$ cat src/rtl/mac_operand_feeder.sv
// rtl/mac_operand_feeder.sv - gathers SETS operand triples, starts the MAC, returns its result
// A watchdog converts a MAC that never completes into an error result.

module mac_operand_feeder #(
  parameter int SIZE    = 4,
  parameter int SETS    = 8,
  parameter int TIMEOUT = 1024
) (
  input  logic                     clk,
  input  logic                     reset_n,
  input  logic                     in_valid,
  output logic                     in_ready,
  input  logic [SIZE-1:0]          in_a,
  input  logic [SIZE-1:0]          in_b,
  input  logic [SIZE-1:0]          in_c,
  output logic                     mac_valid,
  output logic [SETS*SIZE-1:0]     mac_a,
  output logic [SETS*SIZE-1:0]     mac_b,
  output logic [SETS*SIZE-1:0]     mac_c,
  input  logic                     mac_ready,
  input  logic [2*SIZE+SETS-1:0]   mac_out,
  output logic                     res_valid,
  input  logic                     res_ready,
  output logic [2*SIZE+SETS-1:0]   res_data,
  output logic                     res_err
);

  localparam int RW = 2*SIZE + SETS;
  localparam int VW = SETS*SIZE;
  localparam int IW = (SETS > 1) ? $clog2(SETS) : 1;
  localparam int CW = (TIMEOUT > 0) ? $clog2(TIMEOUT + 1) : 1;

  localparam logic [IW-1:0] IDX_LAST = IW'(SETS - 1);
  localparam logic [CW-1:0] CNT_MAX  = '1;
  localparam logic [CW-1:0] CNT_TO   = CW'(TIMEOUT);

  typedef enum logic [1:0] {
    S_FILL = 2'd0,
    S_FIRE = 2'd1,
    S_WAIT = 2'd2,
    S_HOLD = 2'd3
  } state_t;

  state_t          state_q, state_d;
  logic [IW-1:0]   idx_q, idx_d;
  logic [CW-1:0]   cnt_q, cnt_d;
  logic [VW-1:0]   mac_a_q, mac_a_d;
  logic [VW-1:0]   mac_b_q, mac_b_d;
  logic [VW-1:0]   mac_c_q, mac_c_d;
  logic [RW-1:0]   res_data_q, res_data_d;
  logic            res_err_q, res_err_d;
  logic            wait_first;

  always_ff @(posedge clk) begin
    if (!reset_n) begin
      state_q    <= S_FILL;
      idx_q      <= '0;
      cnt_q      <= '0;
      mac_a_q    <= '0;
      mac_b_q    <= '0;
      mac_c_q    <= '0;
      res_data_q <= '0;
      res_err_q  <= 1'b0;
    end else begin
      state_q    <= state_d;
      idx_q      <= idx_d;
      cnt_q      <= cnt_d;
      mac_a_q    <= mac_a_d;
      mac_b_q    <= mac_b_d;
      mac_c_q    <= mac_c_d;
      res_data_q <= res_data_d;
      res_err_q  <= res_err_d;
    end
  end

  // The counter is zero only in the first WAIT cycle; it saturates at a nonzero value.
  assign wait_first = (cnt_q == '0);

  always_comb begin
    state_d    = state_q;
    idx_d      = idx_q;
    cnt_d      = cnt_q;
    mac_a_d    = mac_a_q;
    mac_b_d    = mac_b_q;
    mac_c_d    = mac_c_q;
    res_data_d = res_data_q;
    res_err_d  = res_err_q;
    case (state_q)
      S_FILL: begin
        if (in_valid) begin
          mac_a_d[idx_q*SIZE +: SIZE] = in_a;
          mac_b_d[idx_q*SIZE +: SIZE] = in_b;
          mac_c_d[idx_q*SIZE +: SIZE] = in_c;
          if (idx_q == IDX_LAST) begin
            idx_d   = '0;
            state_d = S_FIRE;
          end else begin
            idx_d = idx_q + IW'(1);
          end
        end
      end
      S_FIRE: begin
        cnt_d   = '0;
        state_d = S_WAIT;
      end
      S_WAIT: begin
        if (cnt_q != CNT_MAX) begin
          cnt_d = cnt_q + CW'(1);
        end
        // A genuine completion beats a simultaneous watchdog expiry.
        if (!wait_first && mac_ready) begin
          res_data_d = mac_out;
          res_err_d  = 1'b0;
          state_d    = S_HOLD;
        end else if ((TIMEOUT != 0) && (cnt_d == CNT_TO)) begin
          res_data_d = '0;
          res_err_d  = 1'b1;
          state_d    = S_HOLD;
        end
      end
      S_HOLD: begin
        if (res_ready) begin
          res_err_d = 1'b0;
          state_d   = S_FILL;
        end
      end
      default: begin
        state_d = S_FILL;
      end
    endcase
  end

  assign in_ready  = (state_q == S_FILL);
  assign mac_valid = (state_q == S_FIRE);
  assign res_valid = (state_q == S_HOLD);
  assign mac_a     = mac_a_q;
  assign mac_b     = mac_b_q;
  assign mac_c     = mac_c_q;
  assign res_data  = res_data_q;
  assign res_err   = res_err_q;

endmodule

$ cat config.mk
export PLATFORM = sky130hd
export DESIGN_NAME = mac_operand_feeder
export DESIGN_NICKNAME = d
export VERILOG_FILES = /design/src/rtl/mac_operand_feeder.sv
export SDC_FILE = /design/constraint.sdc
export NUM_CORES = 1
export LEC_CHECK = 0
export ABC_AREA = 1
export CAP_MARGIN = 20
export CELL_PAD_IN_SITES_DETAIL_PLACEMENT = 0
export CELL_PAD_IN_SITES_GLOBAL_PLACEMENT = 2
export CORE_MARGIN = 10
export CORE_UTILIZATION = 29
export DETAILED_ROUTE_END_ITERATION = 16
export GPL_TIMING_DRIVEN = 1
export PLACE_DENSITY_LB_ADDON = 0.1
export SYNTH_ARGS = -nofsm -noshare
export SYNTH_HDL_FRONTEND = slang
export SYNTH_SLANG_ARGS = --single-unit
$ cat constraint.sdc
create_clock -name clk -period 7.01 [get_ports clk]
set_input_delay 1.402 -clock clk [delete_from_list [all_inputs] [get_ports clk]]
set_output_delay 1.402 -clock clk [all_outputs]
set_load 0.02 [all_outputs]
# Word level (Yosys, flattened, before mapping)
# Cells that the tools add are included.
[totals]
input_bits = 33
ff_bits = 129
output_inout_bits = 116
elab_cells = 55
[op_classes]
eq_ne = 10
mux = 19
n_reduce_logical = 11
add_sub_neg = 3
shift = 4
[op_table]
columns = ["op", "n"]
rows = [
  ["4-bit by 34-bit variable part select with 32-bit output", 3],
  ["32-bit bitwise mux", 3],
  ["5-bit negation with 34-bit output", 1],
  ["4-bit by 34-bit variable shift with 32-bit output (first input constant)", 1],
  ["16-bit two-way mux", 2],
  ["11-bit two-way mux", 2],
  ["11-bit one-hot mux with 2 select lines", 1],
  ["11-bit by 1-bit adder with 11-bit output (second input constant)", 1],
  ["11-bit == test (second input constant)", 1],
  ["11-bit logical NOT", 1],
  ["11-bit inequality test (second input constant)", 1],
  ["2-bit two-way mux", 5],
  ["2-bit one-hot mux with 4 select lines", 1],
  ["2-bit nonzero test", 3],
  ["2-bit == test (second input constant)", 2],
  ["2-bit by 1-bit inequality test with 1-bit output (second input constant)", 2],
  ["2-bit AND reduction", 2],
  ["4-bit AND reduction", 1],
  ["3-bit by 1-bit adder with 3-bit output (second input constant)", 1],
  ["3-bit == test (second input constant)", 1],
  ["1-bit two-way mux", 3],
  ["3-bit two-way mux", 1],
  ["3-bit inequality test (second input constant)", 1],
  ["3-bit AND reduction", 1],
  ["other kinds (6)", 6],
]

# Depth between registers and ports, before layout
# Gate-level depths: netlist (run 1).
[depth]
depth_word = 7
mapped_depth = 15
ltp_nobuf = 14

# Least setup slack after synthesis (run 1)
# Ideal clock, no wire load.
[synth_path]
kind = "input -> register"
start = "input in_valid"
end = "register mac_c_q[5] (netlist: mac_c[5])"
t_arrival_ps = 2529
cell_stages = 9
setup_slack_ps = 4416
setup_time_ps = 65
cell_sequence = "nand2_2 -> inv_1 -> buf_4 -> nand2_1 -> nor2_2 -> clkinv_1 -> nor3_1 -> a21oi_1 -> nor2_1"
[synth_between]
elab_chain_len = 1
[synth_rtl]
columns = ["item", "line", "text"]
rows = [
  ["start, declared", "11", "input logic in_valid,"],
  ["2-bit AND reduction (no source line)", "n/a", ""],
  ["end signal, assigned", "70", "mac_c_q <= mac_c_d;"],
  ["end, declared", "49", "logic [VW-1:0] mac_c_q, mac_c_d;"],
]
# No other way between the ends.
# A chain may end at the register's enable or synchronous reset.

# Worst setup path in the final report (run 1)
[layout_path]
start = "register idx_q[0]"
end = "register mac_b_q[19] (netlist: mac_b[19])"
[layout_between]
elab_chain_len = 3
[layout_rtl]
columns = ["item", "line", "text"]
rows = [
  ["start, declared", "45", "logic [IW-1:0] idx_q, idx_d;"],
  ["start signal, assigned", "66", "idx_q <= idx_d;"],
  ["5-bit negation with 34-bit output *", "92", "mac_b_d[idx_q*SIZE +: SIZE] = in_b;"],
  ["4-bit by 34-bit variable part select with 32-bit output or 4-bit by 34-bit variable shift with 32-bit output (tied branches)", "92", ""],
  ["32-bit bitwise mux *", "92", ""],
  ["end signal, assigned", "69", "mac_b_q <= mac_b_d;"],
  ["end, declared", "48", "logic [VW-1:0] mac_b_q, mac_b_d;"],
]
# Mark *: on every way between the ends. The rest lies on a longest branch, timed or not.

==> results.toml, run 1 <==
[logic_synthesis]
synthSimpleGateAreaFrac_pct = 22.12
yosysSeqAreaShare_pct = 47.66
yosysWarnings = 0
syn_nets = 753
synth_compound_area_share_pct = 19.35
synth_xor_area_share_pct = 0.1616
synth_top_area_share_pct = 47.66
ys_types = 33
synth_area_um2 = 5419
synth_top_family_by_area = "simple AND/OR/NAND/NOR gates"
yosys-top-cells-count = "dfxtp_1, nand2_1, a21oi_1"
synth_fa_ha_area_share_pct = 2.309
synth_flop_cell = "dfxtp_1"
synth-edff-count = 0
synth_top_cell_by_area = "dfxtp_1"
synth_mux_area_share_pct = 0
syn_inst = 710
synthTopCellsByArea = "dfxtp_1, a21oi_1, nand2_1"
async_flop_share_pct = 0
synth-seq-cells = 129
syn_avg_cell_area_um2 = 7.632
yosysMostFrequentCell = "dfxtp_1"

[power]
clkPwrFrac_pct = 38.8
pwr-share-comb_pct = 24.7
power.switching_uw = 774.0
power.density_nw_per_um2 = 292.5
intPower_mw = 1.453
p_leak_nw = 2.880
swShare_pct = 34.76
ir_drop_uv = 195.1
share_seq_of_total_power_pct = 36.5

[grt]
grt_use_total_pct = 15.67
grt_overflow = 0
first_global_vias = 5231
antenna_found_initial = 0
grt_pass1_wl_um = 30280
grt_max_degree = 67

[floorplan]
core_area_um2 = 18150
rows = 49
die-area_um2 = 24550
die_y_um = 156.7
start_util_pct = 29.86
die_w_um = 156.7
ios = 149

[placement]
preCtsSetupSlack_ns = 2.707
place_congestion = 0.7628
post-place-cells = 1050
hpwl_um = 13980
portBuffers = 148

[clock_tree]
clock_latency_ns = 0.42
cts-buffers-inserted = 17
cts.sinks = 129
cts_resized = 0
cts_setup_buffers = 0
cts.clk_slew.worst_paths_ns = 0.06
cts_hold_buf = 0
ctsRootBufferMaster = "clkbuf_16"
clk_path_buf_depth = 2
tritoncts = "yes"
h-tree-depth = 4

[timing]
hold_slack_ns = 0.4600
fin_crit_sh_pct = 57.17
worst_pin_slew_ns = 1.033
fmax_mhz = 249.5
clock_skew_ns = 0.008942
slew_headroom_pct = 30.73
period_minus_slack_ns = 4.008
drv_slew = 0
finalSetupViolations = 0
rsz0062_at_grt = "no"
setup_ws_ns = 3.002
hold_viol = 0
tns_ns = 0

[route]
routedWlPerCell_um = 17.93
drc = 0
first_iter_violations = 252
avgViaCountPerCell = 4.828
num_vias = 5234
drt_pass1_iterations = 4
drt_wl_total_um = 19440
drtAntennaViolNets = 0

[critical_path]
arrival_ns = 4.32
path_max_fanout = 21
worstSetupEndpointType = "flip-flop"
critical_path_class = "reg2reg"
cp-start-kind = "flip-flop"
required_ns = 7.33

[layout]
final_nets = 885
drive_above_1_share_pct = 7.251
antenna_cells = 0
syn_to_final_growth_pct = 40.48
final_core_util_pct = 41.95
fin_cells = 1084

[hold_path]
hold_class = "reg2reg"

[flow_run]
maxCapViolCount = 0

[status]
outcome = "finished, final reports clean"
-- final cells by class --
| class | instances | area, um^2 |
|---|---|---|
| Clock buffer | 19 | 442.9 |
| Clock inverter | 13 | 125.1 |
| Fill cell | 1846 | 10540 |
| Inverter | 71 | 266.5 |
| Multi-Input combinational cell | 471 | 2386 |
| Sequential cell | 129 | 2582 |
| Tap cell | 229 | 286.5 |
| Timing Repair Buffer | 152 | 1523 |
-- critical path, cell delays in order, from the launching register on --
cell and delay (ns):
dfxtp_1 0.58, inv_1 0.16, ha_1 0.24, ha_1 0.75, inv_2 0.37, nor2_1 0.27, inv_1 0.10, nor3_2 0.83
inv_1 0.30, o21ai_0 0.24, nor2_1 0.06
-- power by group through the flow --
stage	Clock, mW	Sequential (mW)	Combinational, mW
finish	0.864	0.812	0.551
global route	0.917	0.818	0.604
CTS	0.888	0.812	0.556
detailed placement	0	0.827	0.553
global placement	0	0.827	0.545
floorplan	0	0.863	0.305
-- metrics by stage --
stage / power (mW) / area [um^2]
2_1_floorplan: 1.168 / 5419
3_3_place_gp: 1.372 / 7005
3_5_place_dp: 1.380 / 7017
4_1_cts: 2.256 / 7585
5_1_grt: 2.339 / 7612
6_report: 2.227 / 7612
-- worst paths after layout --
check                             from                        end  slack (ns)  cells after the start
max              idx_q[0]$_SDFFE_PN0P_     mac_b[19]$_SDFFE_PN0P_        3.00                     10
min          res_data[14]$_SDFFE_PN0P_  res_data[14]$_SDFFE_PN0P_        0.46                      2
max reg2reg      idx_q[0]$_SDFFE_PN0P_     mac_b[19]$_SDFFE_PN0P_        3.00                     10
min reg2reg  res_data[14]$_SDFFE_PN0P_  res_data[14]$_SDFFE_PN0P_        0.46                      2
-- metal layers --
layer,wire [um],track usage (%),up-vias
met3,1246,5.400,17
met1,8565,18.45,2448
met2,9399,26.34,130
li1,-,-,2639
met5,0,0,-
met4,227,4.674,0
-- logic make-up after synthesis --
kind of cell | count (synthesis)
xor gates and xnor gates | 1
adders and majority gates | 10
DFF | 129
AOI/OAI and AO/OA | 191
buffers and inverters | 110
and+or+nand+nor | 269
-- flip-flops by register name (all words and copies together), names as in the netlist --
register and flops:
state_q 2, res_data 16, mac_c 32, mac_b 32, idx_q 3, mac_a 32, res_err 1, cnt_q 11
-- layout by cell type (no fill, tap or decap), types with 17 or more instances in the layout --
cell / netlist / routed
a21oi_1: 93 / 93
clkbuf_16: 0 / 17
clkdlybuf4s50_1: 0 / 147
dfxtp_1: 129 / 129
inv_1: 64 / 64
nand2_1: 97 / 97
nand3_1: 40 / 40
nor2_1: 80 / 80
nor3_1: 21 / 20
o21ai_0: 71 / 71
No activity file was read; power rests on OpenSTA's default activity.
==> inputs of run 2 (changes only) <==
- CORE_UTILIZATION: 29 -> 24
- clock period: 7.01 -> 3.6 ns (I/O delays scaled with it)
==> run 2 against run 1 <==
Effect of this change: final cell count grew 5.4%; core utilization shrank 6.7 points; worst hold slack gained 0.00086 ns; non-clock buffer count rose by 7; critical endpoint is now mac_c[30]$_SDFFE_PN0P_; first-iteration DRC count fell by 9.1%.
==> results.toml, run 2 (synthesis gave the netlist of run 1 again) <==
[status]
outcome = "finished, final reports clean"

[clock_tree]
cts.clk_slew.worst_paths_ns = 0.06
cts.sinks = 129
tritoncts = "yes"
cts_setup_buffers = 0
clock_latency_ns = 0.43
h-tree-depth = 4
clk_path_buf_depth = 2
ctsRootBufferMaster = "clkbuf_16"
cts_resized = 0
cts_hold_buf = 0
cts-buffers-inserted = 17

[critical_path]
arrival_ns = 3.29
critPathMaxStageDelay_ns = 0.62
cpLargestDelayFamily = "buffers and inverters"
cpMostUsedCell = "ha_1"
cp-start-kind = "flip-flop"
cpMaxStageDelayCell = "dfxtp_1"
crit_buf_inv = 3
required_ns = 3.92
path_cells = "inv_1, ha_1, ha_1, inv_2, nand3_1, nor2_2, buf_4, o21ai_0, o211a_1"
worstSetupEndpointType = "flip-flop"
critical_path_class = "reg2reg"
path_max_fanout = 21

[placement]
post-place-cells = 1110
place_congestion = 0.8396
hpwl_um = 14980
portBuffers = 148
dpl_cell_area_um2 = 7144

[layout]
fin_area_um2 = 7774
fin_cells = 1142
final_common_cell = "clkdlybuf4s50_1"
antenna_cells = 0
final_cell_mix = "clkdlybuf4s50_1, dfxtp_1, nand2_1"
drive_above_1_share_pct = 8.005
fillers = 2301
final_nets = 892
syn_to_final_growth_pct = 43.45

[floorplan]
rows = 54
core_area_um2 = 22030
die_y_um = 170.3
die-area_um2 = 28990
start_util_pct = 24.60
ios = 149
die_w_um = 170.3

[grt]
grt_max_degree = 66
first_global_vias = 5470
grt_pass1_wl_um = 31680
grt_overflow = 0
grt_use_total_pct = 14.12
antenna_found_initial = 0

[timing]
hold_viol = 0
slew_headroom_pct = 37.77
finalSetupViolations = 0
drv_slew = 0
fin_crit_sh_pct = 82.62
clock_skew_ns = 0.01341
fmax_mhz = 336.2
period_minus_slack_ns = 2.974
rsz0062_at_grt = "no"
hold_slack_ns = 0.4609
worst_pin_slew_ns = 0.9334
tns_ns = 0

[power]
total_power_mw = 4.570
p_leak_nw = 2.941
ir_drop_uv = 291.8
power.density_nw_per_um2 = 587.9

[route]
drt_wl_total_um = 20280
drc = 0
drtAntennaViolNets = 0
avgViaCountPerCell = 4.621
routedWlPerCell_um = 17.76
drt_pass1_iterations = 6
num_vias = 5277
first_iter_violations = 229

[flow_run]
maxCapViolCount = 0

[hold_path]
hold_class = "reg2reg"
## run 2: cell types whose count changed in the layout (fill, tap and decap cells not counted)
cell        before  now
buf_4            2   11
bufinv_16        1    4
buf_12           1    0
buf_6            1    0
clkbuf_8         1    0
clkinv_2         2    1
clkinvlp_4       4    3
inv_6            4    5
inv_8            1    0
## run 2: final cells by class
| type | instances | area (um^2) | area share [%] |
|---|---|---|---|
| flip-flops and latches | 129 | 2582 | 33.22 |
| multi-input cells | 471 | 2386 | 30.69 |
| repair buffers | 159 | 1559 | 20.05 |
| clock buffers | 18 | 429.2 | 5.521 |
| inverters | 71 | 266.5 | 3.428 |
| clock inverters | 14 | 200.2 | 2.575 |
| well taps | 280 | 350.3 | 4.507 |
## run 2: path summary, 6_finish.rpt
check / startpoint / end / slack (ns) / cells past startpoint
hold reg to reg: res_data[2]$_SDFFE_PN0P_ / res_data[2]$_SDFFE_PN0P_ / 0.46 / 2
setup / recovery: idx_q[0]$_SDFFE_PN0P_ / mac_c[30]$_SDFFE_PN0P_ / 0.63 / 9
hold / removal: res_data[2]$_SDFFE_PN0P_ / res_data[2]$_SDFFE_PN0P_ / 0.46 / 2
setup reg to reg: idx_q[0]$_SDFFE_PN0P_ / mac_c[30]$_SDFFE_PN0P_ / 0.63 / 9
## run 2: per-layer routing
| layer | track usage (%) | part of all wire, % | up-vias |
|---|---|---|---|
| met4 | 4.386 | 1.0 | 0 |
| met2 | 23.82 | 48 | 132 |
| met5 | 0 | 0 | - |
| met1 | 16.88 | 45 | 2468 |
| li1 | - | - | 2656 |
| met3 | 4.188 | 6.4 | 21 |
## run 2: worst reg2reg max path, stage by stage, from the launching register on
cell and delay (ns):
dfxtp_1 0.62, inv_1 0.17, ha_1 0.24, ha_1 0.30
inv_2 0.34, nand3_1 0.35, nor2_2 0.39, buf_4 0.24
o21ai_0 0.10, o211a_1 0.12
## run 2: power breakdown
part	total, mW	internal [mW]	leakage, nW	switching, mW
Combinational	1.11	0.342	1.60	0.763
Sequential	1.59	1.52	1.04	0.0699
Clock	1.88	1.17	0.298	0.708
Total	4.57	3.03	2.94	1.54
## run 2: through the flow
stage / setup WS (ns) / utilization (%)
2_1_floorplan: 1.387 / -
3_3_place_gp: 0.6721 / 32.44
3_5_place_dp: 0.6055 / 32.44
4_1_cts: 0.6142 / 35.29
5_1_grt: 0.3553 / 35.29
6_report: 0.6256 / 35.29
==> inputs of run 3 (changes only) <==
- clock period: 3.6 -> 2.5 ns (I/O delays scaled with it)
==> run 3 against run 2 <==
Effect of this change: die area unchanged; sequential share of layout area decreased by 0.32 points; final cell count increased by 1.1%; critical path type unchanged; routed wire length increased by 0.55%; clock power increased by 33%; clock skew decreased by 0.0011 ns; flip-flop and latch count unchanged; sequential power increased by 43%.
==> results.toml, run 3 (synthesis gave the netlist of run 1 again) <==
[critical_path]
critPathMaxStageDelay_ns = 0.36
crit_buf_inv = 5
path_max_fanout = 12
cpMaxStageDelayCell = "dfxtp_1"
required_ns = 2.84
arrival_ns = 2.66
cpLargestDelayFamily = "buffers and inverters"
cp-start-kind = "flip-flop"
path_cells = "inv_1, ha_2, ha_1, nor2_2, inv_2, a21oi_1, inv_2, nor2_2, inv_2, nor2_4, buf_4, o21ai_0, a41oi_1"
worstSetupEndpointType = "flip-flop"
cpMostUsedCell = "inv_2"
critical_path_class = "reg2reg"

[grt]
met2_usage_pct = 23.12
grt_max_degree = 66
antenna_found_initial = 0
first_global_vias = 5365
busiest_layer = "met2"
grt_pass1_wl_um = 31330
grt_use_total_pct = 13.87
met1_usage_pct = 17.00
grt_overflow = 0
grtUsageMet3_pct = 4.535

[flow_run]
maxCapViolCount = 0

[floorplan]
die_y_um = 170.3
die_w_um = 170.3
core_area_um2 = 22030
rows = 54
die-area_um2 = 28990
start_util_pct = 24.60
ios = 149

[layout]
final_common_cell = "clkdlybuf4s50_1"
syn_to_final_growth_pct = 44.84
final_nets = 905
antenna_cells = 0
fin_cells = 1154
final_cell_mix = "clkdlybuf4s50_1, dfxtp_1, nand2_1"
drive_above_1_share_pct = 9.840

[route]
first_iter_violations = 240
drc = 0
routedWlPerCell_um = 17.67
avgViaCountPerCell = 4.623
drt_pass1_iterations = 5
num_vias = 5335
drt_wl_total_um = 20390
drtAntennaViolNets = 0

[timing]
drv_slew = 0
tns_ns = 0
slew_headroom_pct = 57.16
worst_pin_slew_ns = 0.6426
finalSetupViolations = 0
hold_viol = 0
fmax_mhz = 430.9
period_minus_slack_ns = 2.321
fin_crit_sh_pct = 92.83
rsz0062_at_grt = "no"
setup_ws_ns = 0.1793
clock_skew_ns = 0.01234

[clock_tree]
h-tree-depth = 4
cts.clk_slew.worst_paths_ns = 0.06
cts.sinks = 129
clock_latency_ns = 0.42
cts-buffers-inserted = 17
ctsRootBufferMaster = "clkbuf_16"
tritoncts = "yes"
clk_path_buf_depth = 2

[placement]
preCtsSetupSlack_ns = 0.1125
hpwl_um = 14990
place_congestion = 0.7910
post-place-cells = 1120
portBuffers = 148

[power]
power.density_nw_per_um2 = 821.7
ir_drop_uv = 453.7
p_leak_nw = 2.991
total_power_mw = 6.449

[status]
outcome = "finished, final reports clean"

[hold_path]
hold_class = "in2reg"
run 3: changes by cell type in the layout (fill, tap and decap cells not counted), sizes merged:
cell,change
buf,+13
bufinv,-2
clkinvlp,+2
clkbuf,-1
run 3: repair_timing:
action / 4_1_cts / 5_1_grt
setup endpoints to repair: 0 / 14
hold buffers: 0 / 0
gates resized for setup: 0 / 6
endpoints found under the hold margin: 0 / 0
setup buffers: 0 / 3
run 3: path summary, 6_finish.rpt:
path                       startpoint                  endpoint  slack (ns)  cells after the start
max             idx_q[1]$_SDFFE_PN0P_    mac_c[27]$_SDFFE_PN0P_        0.18                     13
min                           reset_n    mac_c[12]$_SDFFE_PN0P_        0.45                      3
max reg2reg     idx_q[1]$_SDFFE_PN0P_    mac_c[27]$_SDFFE_PN0P_        0.18                     13
min reg2reg  res_data[2]$_SDFFE_PN0P_  res_data[2]$_SDFFE_PN0P_        0.46                      2
run 3: cell type report:
class,count,area (um^2)
clock buffers,17,425.4
clock inverters,14,156.4
fillers,2309,14180
inverters,71,274.0
multi-input cells,471,2391
flip-flops and latches,129,2582
well taps,280,350.3
repair buffers,172,1669
run 3: per-stage QoR:
step / util, % / hold slack, ns / cell area (um^2)
5_1_grt: 35.63 / 0.4670 / 7849
2_1_floorplan: - / 0.4715 / 5419
6_report: 35.63 / 0.4458 / 7849
4_1_cts: 35.47 / 0.4400 / 7814
3_5_place_dp: 32.83 / 0.4524 / 7232
3_3_place_gp: 32.83 / 0.4476 / 7232
run 3: worst reg2reg max path, cell delays in order, from the launching register on:
cell	delay (ns)
dfxtp_1	0.36
inv_1	0.09
ha_2	0.18
ha_1	0.24
nor2_2	0.13
inv_2	0.12
a21oi_1	0.16
inv_2	0.07
nor2_2	0.13
inv_2	0.08
nor2_4	0.21
buf_4	0.20
o21ai_0	0.08
a41oi_1	0.20
run 3: power by group:
group          switching (mW)  internal, mW  total (mW)  leakage (nW)
combinational            1.13         0.549        1.68          1.67
sequential             0.0853          2.19        2.27          1.04
clock                    1.02          1.48        2.50         0.278
run 3: layer usage:
metal,part of all wire [%],wire [um]
met4,0.56,114
met5,0,0
met2,48,9687
met3,6.5,1330
met1,45,9257
